File: src/rtl/hazard_ctrl_pkg.sv
// Shared types for the pipeline hazard controller: FSM states and the
// shadow-pipe entry that tracks one in-flight register write.
`timescale 1ns/1ps
package hazard_ctrl_pkg;

    // Destination field is sized for the widest register specifier supported;
    // narrower specifiers are zero-extended on the way in.
    localparam int DST_W = 8;

    typedef enum logic [1:0] {
        ST_RUN    = 2'd0,
        ST_DRAIN  = 2'd1,
        ST_HALTED = 2'd2
    } state_e;

    typedef struct packed {
        logic             v;    // entry carries a real register write
        logic             ld;   // write comes from a load
        logic             hlt;  // HALT marker, may ride with v=0
        logic [DST_W-1:0] dst;  // destination register
    } shadow_entry_t;

endpackage

File: src/rtl/hazard_shadow_pipe.sv
// Shadow shift register of in-flight writes, EX (entry 0) through WB.
// A redirect kills the instruction leaving EX by loading entry 1 with an
// empty entry; entry 0 takes a bubble whenever nothing issues.
`timescale 1ns/1ps
module hazard_shadow_pipe
    import hazard_ctrl_pkg::*;
#(
    parameter int WB_DIST = 3
) (
    input  logic                        clk,
    input  logic                        rst,
    input  logic                        load_i,
    input  shadow_entry_t               din_i,
    input  logic                        kill_i,
    output shadow_entry_t [WB_DIST-1:0] entries_o
);

    shadow_entry_t [WB_DIST-1:0] entries_q;
    shadow_entry_t [WB_DIST-1:0] entries_d;

    // Next state: bubble or issued entry at EX, kill at MEM, plain shift after.
    always_comb begin
        entries_d    = '0;
        entries_d[0] = load_i ? din_i : '0;
        for (int i = 1; i < WB_DIST; i++) begin
            entries_d[i] = (i == 1 && kill_i) ? '0 : entries_q[i-1];
        end
    end

    // Stages after ID never stall, so the pipe shifts every cycle.
    always_ff @(posedge clk or negedge rst) begin
        if (!rst) entries_q <= '0;
        else      entries_q <= entries_d;
    end

    assign entries_o = entries_q;

endmodule

File: src/rtl/hazard_ctrl.sv
// Hazard and flow controller for the 5-stage in-order pipeline: RAW and
// load-use interlocks, redirect flushing and a HALT drain state machine.
`timescale 1ns/1ps
module hazard_ctrl
    import hazard_ctrl_pkg::*;
#(
    parameter int REG_BITS = 3,
    parameter int WB_DIST  = 3,
    parameter int FWD_EN   = 1
) (
    input  logic                clk,
    input  logic                rst,
    input  logic                id_valid,
    input  logic                id_rs_used,
    input  logic [REG_BITS-1:0] id_rs,
    input  logic                id_rt_used,
    input  logic [REG_BITS-1:0] id_rt,
    input  logic                id_wr_en,
    input  logic [REG_BITS-1:0] id_wr_reg,
    input  logic                id_is_load,
    input  logic                id_halt,
    input  logic                redirect,
    output logic                stall_pc,
    output logic                stall_if_id,
    output logic                bubble_id_ex,
    output logic                flush_if_id,
    output logic                flush_ex_mem,
    output logic                halted,
    output logic                err
);

    shadow_entry_t [WB_DIST-1:0] ent;
    shadow_entry_t               din;
    state_e                      state_q;
    logic                        halted_q;
    logic                        err_q;
    logic                        hazard;
    logic                        issue;
    logic                        err_evt;

    assign din = '{v: id_wr_en, ld: id_is_load, hlt: id_halt, dst: DST_W'(id_wr_reg)};

    hazard_shadow_pipe #(.WB_DIST(WB_DIST)) u_pipe (
        .clk       (clk),
        .rst       (rst),
        .load_i    (issue),
        .din_i     (din),
        .kill_i    (redirect),
        .entries_o (ent)
    );

    // Interlock: WB is bypassed by the register file so it is never compared.
    // With forwarding only a load still in EX can't be forwarded in time.
    always_comb begin
        hazard = 1'b0;
        if (id_valid) begin
            for (int i = 0; i < WB_DIST - 1; i++) begin
                if (ent[i].v && (FWD_EN == 0 || (i == 0 && ent[i].ld))) begin
                    if ((id_rs_used && ent[i].dst == DST_W'(id_rs)) ||
                        (id_rt_used && ent[i].dst == DST_W'(id_rt)))
                        hazard = 1'b1;
                end
            end
        end
    end

    assign issue   = id_valid && !hazard && !redirect && (state_q == ST_RUN);
    assign err_evt = (redirect && state_q == ST_HALTED) ||
                     (id_valid && id_halt && id_wr_en) ||
                     (id_halt && id_wr_en && !id_is_load);

    // Pipeline-register controls; redirect beats both hazard and drain stalls.
    always_comb begin
        stall_pc     = 1'b0;
        stall_if_id  = 1'b0;
        bubble_id_ex = 1'b0;
        flush_if_id  = 1'b0;
        flush_ex_mem = 1'b0;
        if (state_q == ST_HALTED) begin
            stall_pc     = 1'b1;
            stall_if_id  = 1'b1;
            bubble_id_ex = 1'b1;
        end else if (redirect) begin
            flush_if_id  = 1'b1;
            flush_ex_mem = 1'b1;
            bubble_id_ex = 1'b1;
        end else if (hazard || state_q == ST_DRAIN) begin
            stall_pc     = 1'b1;
            stall_if_id  = 1'b1;
            bubble_id_ex = 1'b1;
        end
        if (!rst) begin
            stall_pc     = 1'b0;
            stall_if_id  = 1'b0;
            bubble_id_ex = 1'b0;
            flush_if_id  = 1'b0;
            flush_ex_mem = 1'b0;
        end
    end

    // Run/drain/halt sequencing plus the sticky status flags.
    always_ff @(posedge clk or negedge rst) begin
        if (!rst) begin
            state_q  <= ST_RUN;
            halted_q <= 1'b0;
            err_q    <= 1'b0;
        end else begin
            if (err_evt) err_q <= 1'b1;
            case (state_q)
                ST_RUN: begin
                    if (issue && id_halt) state_q <= ST_DRAIN;
                end
                ST_DRAIN: begin
                    // Halt moving into WB this edge ends the drain.
                    if (redirect && ent[0].hlt) begin
                        state_q <= ST_RUN;
                    end else if (ent[WB_DIST-2].hlt) begin
                        state_q  <= ST_HALTED;
                        halted_q <= 1'b1;
                    end
                end
                ST_HALTED: halted_q <= 1'b1;
                default:   state_q  <= ST_RUN;
            endcase
        end
    end

    assign halted = halted_q;
    assign err    = err_q;

endmodule

File: config.mk
export PLATFORM = sky130hd
export DESIGN_NAME = hazard_ctrl
export DESIGN_NICKNAME = d
export VERILOG_FILES = /design/src/rtl/hazard_ctrl_pkg.sv /design/src/rtl/hazard_shadow_pipe.sv /design/src/rtl/hazard_ctrl.sv
export SDC_FILE = /design/constraint.sdc
export NUM_CORES = 1
export LEC_CHECK = 0
export CAP_MARGIN = 20
export CORE_UTILIZATION = 38
export CTS_CLUSTER_DIAMETER = 30
export DETAILED_ROUTE_END_ITERATION = 8
export GPL_ROUTABILITY_DRIVEN = 1
export PLACE_DENSITY = 0.84
export SLEW_MARGIN = 20
export SYNTH_ARGS = -nofsm -noshare
export SYNTH_HDL_FRONTEND = slang
export SYNTH_SLANG_ARGS = --single-unit
export TNS_END_PERCENT = 10
File: constraint.sdc
create_clock -name clk -period 1.65 [get_ports clk]
set_input_delay 0.33 -clock clk [delete_from_list [all_inputs] [get_ports clk]]
set_output_delay 0.33 -clock clk [all_outputs]
set_load 0.1 [all_outputs]
==> out/results.ini <==
[cells_and_area]
fillerInstances = 100
areaGrowthSynthToFinish_pct = 71.4
nNetsFinal = 121
multi_input_area_um2 = 398
post-route-cell-area_um2 = 1120
seqCellArea_um2 = 275
drive_above_1_share_pct = 36.7
instances_no_fill = 114
antenna_cells = 0

[setup_path]
worst_r2r_path_depth = 7
worst-path-max-fanout = 2
timing.rr.end = state_q[0]
cp_data_arrival_time_ns = 1.69
critical_path_capture_point_type = primary output
critical_path.reg2reg.startpoint = state_q[0]
critPathCapture = stall_pc
worst_ep_required_time_ns = 1.32
reg2reg_slack_ns = 0
startpoint_type = flop
crit_path_start = u_pipe.entries_o[1]
critical_path_start_end_classification = reg2out

[grt]
groute.usage.overall_pct = 16.9
grt_antenna_before_repair = 0
grt_first_pass_wirelength_um = 2350
gr-total-overflow = 0
number_of_global_route_vias_before_repair = 578
grt_max_degree = 8

[sta]
rsz_0062_raised_after_global_routing = true
min_period_ns = 2.02
timing.final.hold_violations = 0
finalSetupViolCount = 5
clock_skew_ns = 0.000190
post-route-period-util_pct = 122
worst_slew_margin_rel_pct = 73.5
final_max_slew_viol_count = 0
timing.fmax_mhz = 495
fin_worst_hold_slack_ns = 0.431
timing_worst_slew_pin_value_ns = 0.395
finalWorstSetupSlack_ns = -0.370

[route]
vias = 567
detailedRoute.firstIterationViolations = 8
wirelength_um = 1360
detail_route.first_pass.iterations = 6
drc_errors = 4
antenna_left = 0
routed_wire_length_per_instance_um = 11.9
vias_per_cell = 4.97

[clock_network]
tritoncts.num_buffers = 3
clkTransAtPathRegs_ns = 0.07
clk-insertion-delay-late_ns = 0.26
ctsLongestPathBuffers = 2
cts_tree = done
clock_sinks = 11
post_cts.repair.setup_buffers = 0
clock_tree.htree_level_count = 1
cts-root-buf = sky130_fd_sc_hd__clkbuf_4

[run_status]
violations_in_the_final_reports = DRC, setup timing
status = finished with violations

[synthesis]
synth.top_cell.area_share_pct = 42.0
synth_nets = 84
ys_seq_elements = 11
post_synth_inst_count = 62
netlist.top_cell.by_area = sky130_fd_sc_hd__dfrtp_1
warning_count_from_the_yosys_run = 0
syn-mean-instance-area_um2 = 10.6
synthesis.area_um2 = 656
synth_seq_area_share_pct = 42.0
top_post_synthesis_cells_by_area = sky130_fd_sc_hd__dfrtp_1 (42%), sky130_fd_sc_hd__xnor2_1 (8.0%), sky130_fd_sc_hd__ha_1 (7.6%), sky130_fd_sc_hd__and2_1 (5.7%), sky130_fd_sc_hd__nand2_1 (3.4%)
yosys.cell_types.count = 25

[power_and_ir_drop]
p_leak_nw = 0.503
internal_power_w = 0.000421
power.density_nw_per_um2 = 503
share_seq_of_total_power_pct = 47.6
comb_power_share_pct = 20.9
switching_share_pct = 25.6
vdd.ir_drop.worst_v = 0.000413
power.share.clock_pct = 31.4
p_switching_w = 0.000145

[floorplan]
initial_utilization_pct = 42.1
dieArea_um2 = 1900
die_height_um = 43.5
design.core.area_um2 = 1560
die_x_um = 43.5
num_io_pins = 25
num_rows = 14

[worst_hold_path]
hold_path.class = in2async

[place]
postPlaceCellArea_um2 = 1080
place.detailed.instances = 110
gp_routability_congestion = 0.755
io_buffer_count = 24
hpwl_um = 1150

[job]
cap_violations = 0

[what timing repair did]
action | 4_1_cts | 5_1_grt
pin swaps | 11 | 0
hold buffers | 0 | 0
setup endpoints to repair | 7 | 7
cloned | 0 | 0
gates resized for setup | 6 | 5
[cell usage in the layout, fill, tap and decap left out, drive strengths merged]
cell type,synthesis,routed
buf,2,17
dfrtp,11,11
clkdlybuf4s50,0,10
nand2,7,7
xnor2,6,6
and2,6,6
dlygate4sd2,0,6
inv,5,5
ha,4,4
nand4,3,3
clkbuf,0,3
a21oi,3,3
o21ai,2,2
and2b,2,2
nor3b,2,2
nor3,1,1
a21boi,1,1
nor2,1,1
a21o,1,1
nor2b,1,1
a31oi,1,1
a2bb2oi,1,1
mux2,1,1
mux2i,1,1
clkinv,0,1
dlymetal6s2s,0,1
[worst min path at each step]
stage,depth (start not counted),slack [ns],to,start
after floorplan,0,0.03,err,rst
after global placement,1,0.50,halted,halted
after detailed placement,1,0.51,halted,halted
after CTS,2,0.43,u_pipe.entries_o[9],rst
after global routing,2,0.45,u_pipe.entries_o[2],rst
final,2,0.43,u_pipe.entries_o[9],rst
[sequential cells by signal, indices dropped and copies added, names as in the netlist]
name	count
u_pipe.entries_o	7
halted	1
state_q	2
err	1
[worst max-delay path, cell delays in order, from the launching register on]
cell and delay (ns):
sky130_fd_sc_hd__dfrtp_1 0.41, sky130_fd_sc_hd__xnor2_1 0.17, sky130_fd_sc_hd__nand4_1 0.14, sky130_fd_sc_hd__a21oi_2 0.19, sky130_fd_sc_hd__nand2_2 0.11, sky130_fd_sc_hd__a21oi_4 0.21
sky130_fd_sc_hd__buf_12 0.20
[power by group through the flow]
stage / clock (W) / sequential, W / combinational [W]
2_1_floorplan: 0 / 0.000275 / 0.0000538
3_3_place_gp: 0 / 0.000275 / 0.000122
3_5_place_dp: 0 / 0.000275 / 0.000124
4_1_cts: 0.000181 / 0.000269 / 0.000119
5_1_grt: 0.000192 / 0.000269 / 0.000126
6_report: 0.000178 / 0.000269 / 0.000118
[metal layers]
metal | vias up | GRT usage, % | routed length, um
met4 | 0 | 9.38 | 10
li1 | 277 | - | -
met5 | - | 0 | 0
met2 | 11 | 27.9 | 741
met3 | 2 | 2.50 | 38
met1 | 277 | 21.2 | 568
[cell usage after synthesis]
library cell,n
sky130_fd_sc_hd__dfrtp_1,11
sky130_fd_sc_hd__and2_1,6
sky130_fd_sc_hd__nand2_1,6
sky130_fd_sc_hd__xnor2_1,6
sky130_fd_sc_hd__inv_1,5
sky130_fd_sc_hd__ha_1,4
sky130_fd_sc_hd__nand4_1,3
sky130_fd_sc_hd__a21oi_1,2
sky130_fd_sc_hd__buf_4,2
sky130_fd_sc_hd__o21ai_0,2
sky130_fd_sc_hd__a21boi_0,1
sky130_fd_sc_hd__a21o_1,1
sky130_fd_sc_hd__a21oi_2,1
sky130_fd_sc_hd__a2bb2oi_2,1
sky130_fd_sc_hd__a31oi_4,1
sky130_fd_sc_hd__and2b_2,1
sky130_fd_sc_hd__and2b_4,1
sky130_fd_sc_hd__mux2_4,1
sky130_fd_sc_hd__mux2i_1,1
sky130_fd_sc_hd__nand2_2,1
sky130_fd_sc_hd__nor2_1,1
sky130_fd_sc_hd__nor2b_1,1
sky130_fd_sc_hd__nor3_1,1
sky130_fd_sc_hd__nor3b_1,1
sky130_fd_sc_hd__nor3b_2,1
[stage by stage]
step                      total power (W)  setup TNS, ns  worst slack, ns  utilization [%]
after detailed placement         0.000398          -2.94           -0.471             69.6
after global routing             0.000587          -2.02           -0.478             72.1
after floorplan                  0.000329          -1.86           -0.544                -
final                            0.000566          -1.43           -0.370             72.1
after global placement           0.000397          -2.57           -0.433             69.6
after CTS                        0.000570          -1.61           -0.376             70.9
[cell families (layout without fill, tap and decap cells)]
logic type / count (synthesis) / count (layout) / share of synthesized area [%]
mux: 2 / 2 / 3.82
compound gates: 9 / 9 / 12.2
flops: 11 / 11 / 42.0
simple gates: 23 / 23 / 21.2
fa+ha+maj: 4 / 4 / 7.63
buf+inv: 7 / 43 / 5.15
xor+xnor: 6 / 6 / 8.02
[area by class of cell]
class / instances / area share, %
clock buffer: 3 / 2.00
clock inverter: 1 / 0.445
inverter: 5 / 1.67
multi-input combinational: 44 / 35.4
sequential: 11 / 24.5
tap: 16 / 1.78
timing repair buffer: 34 / 34.2
No activity file was read; power rests on OpenSTA's default activity.
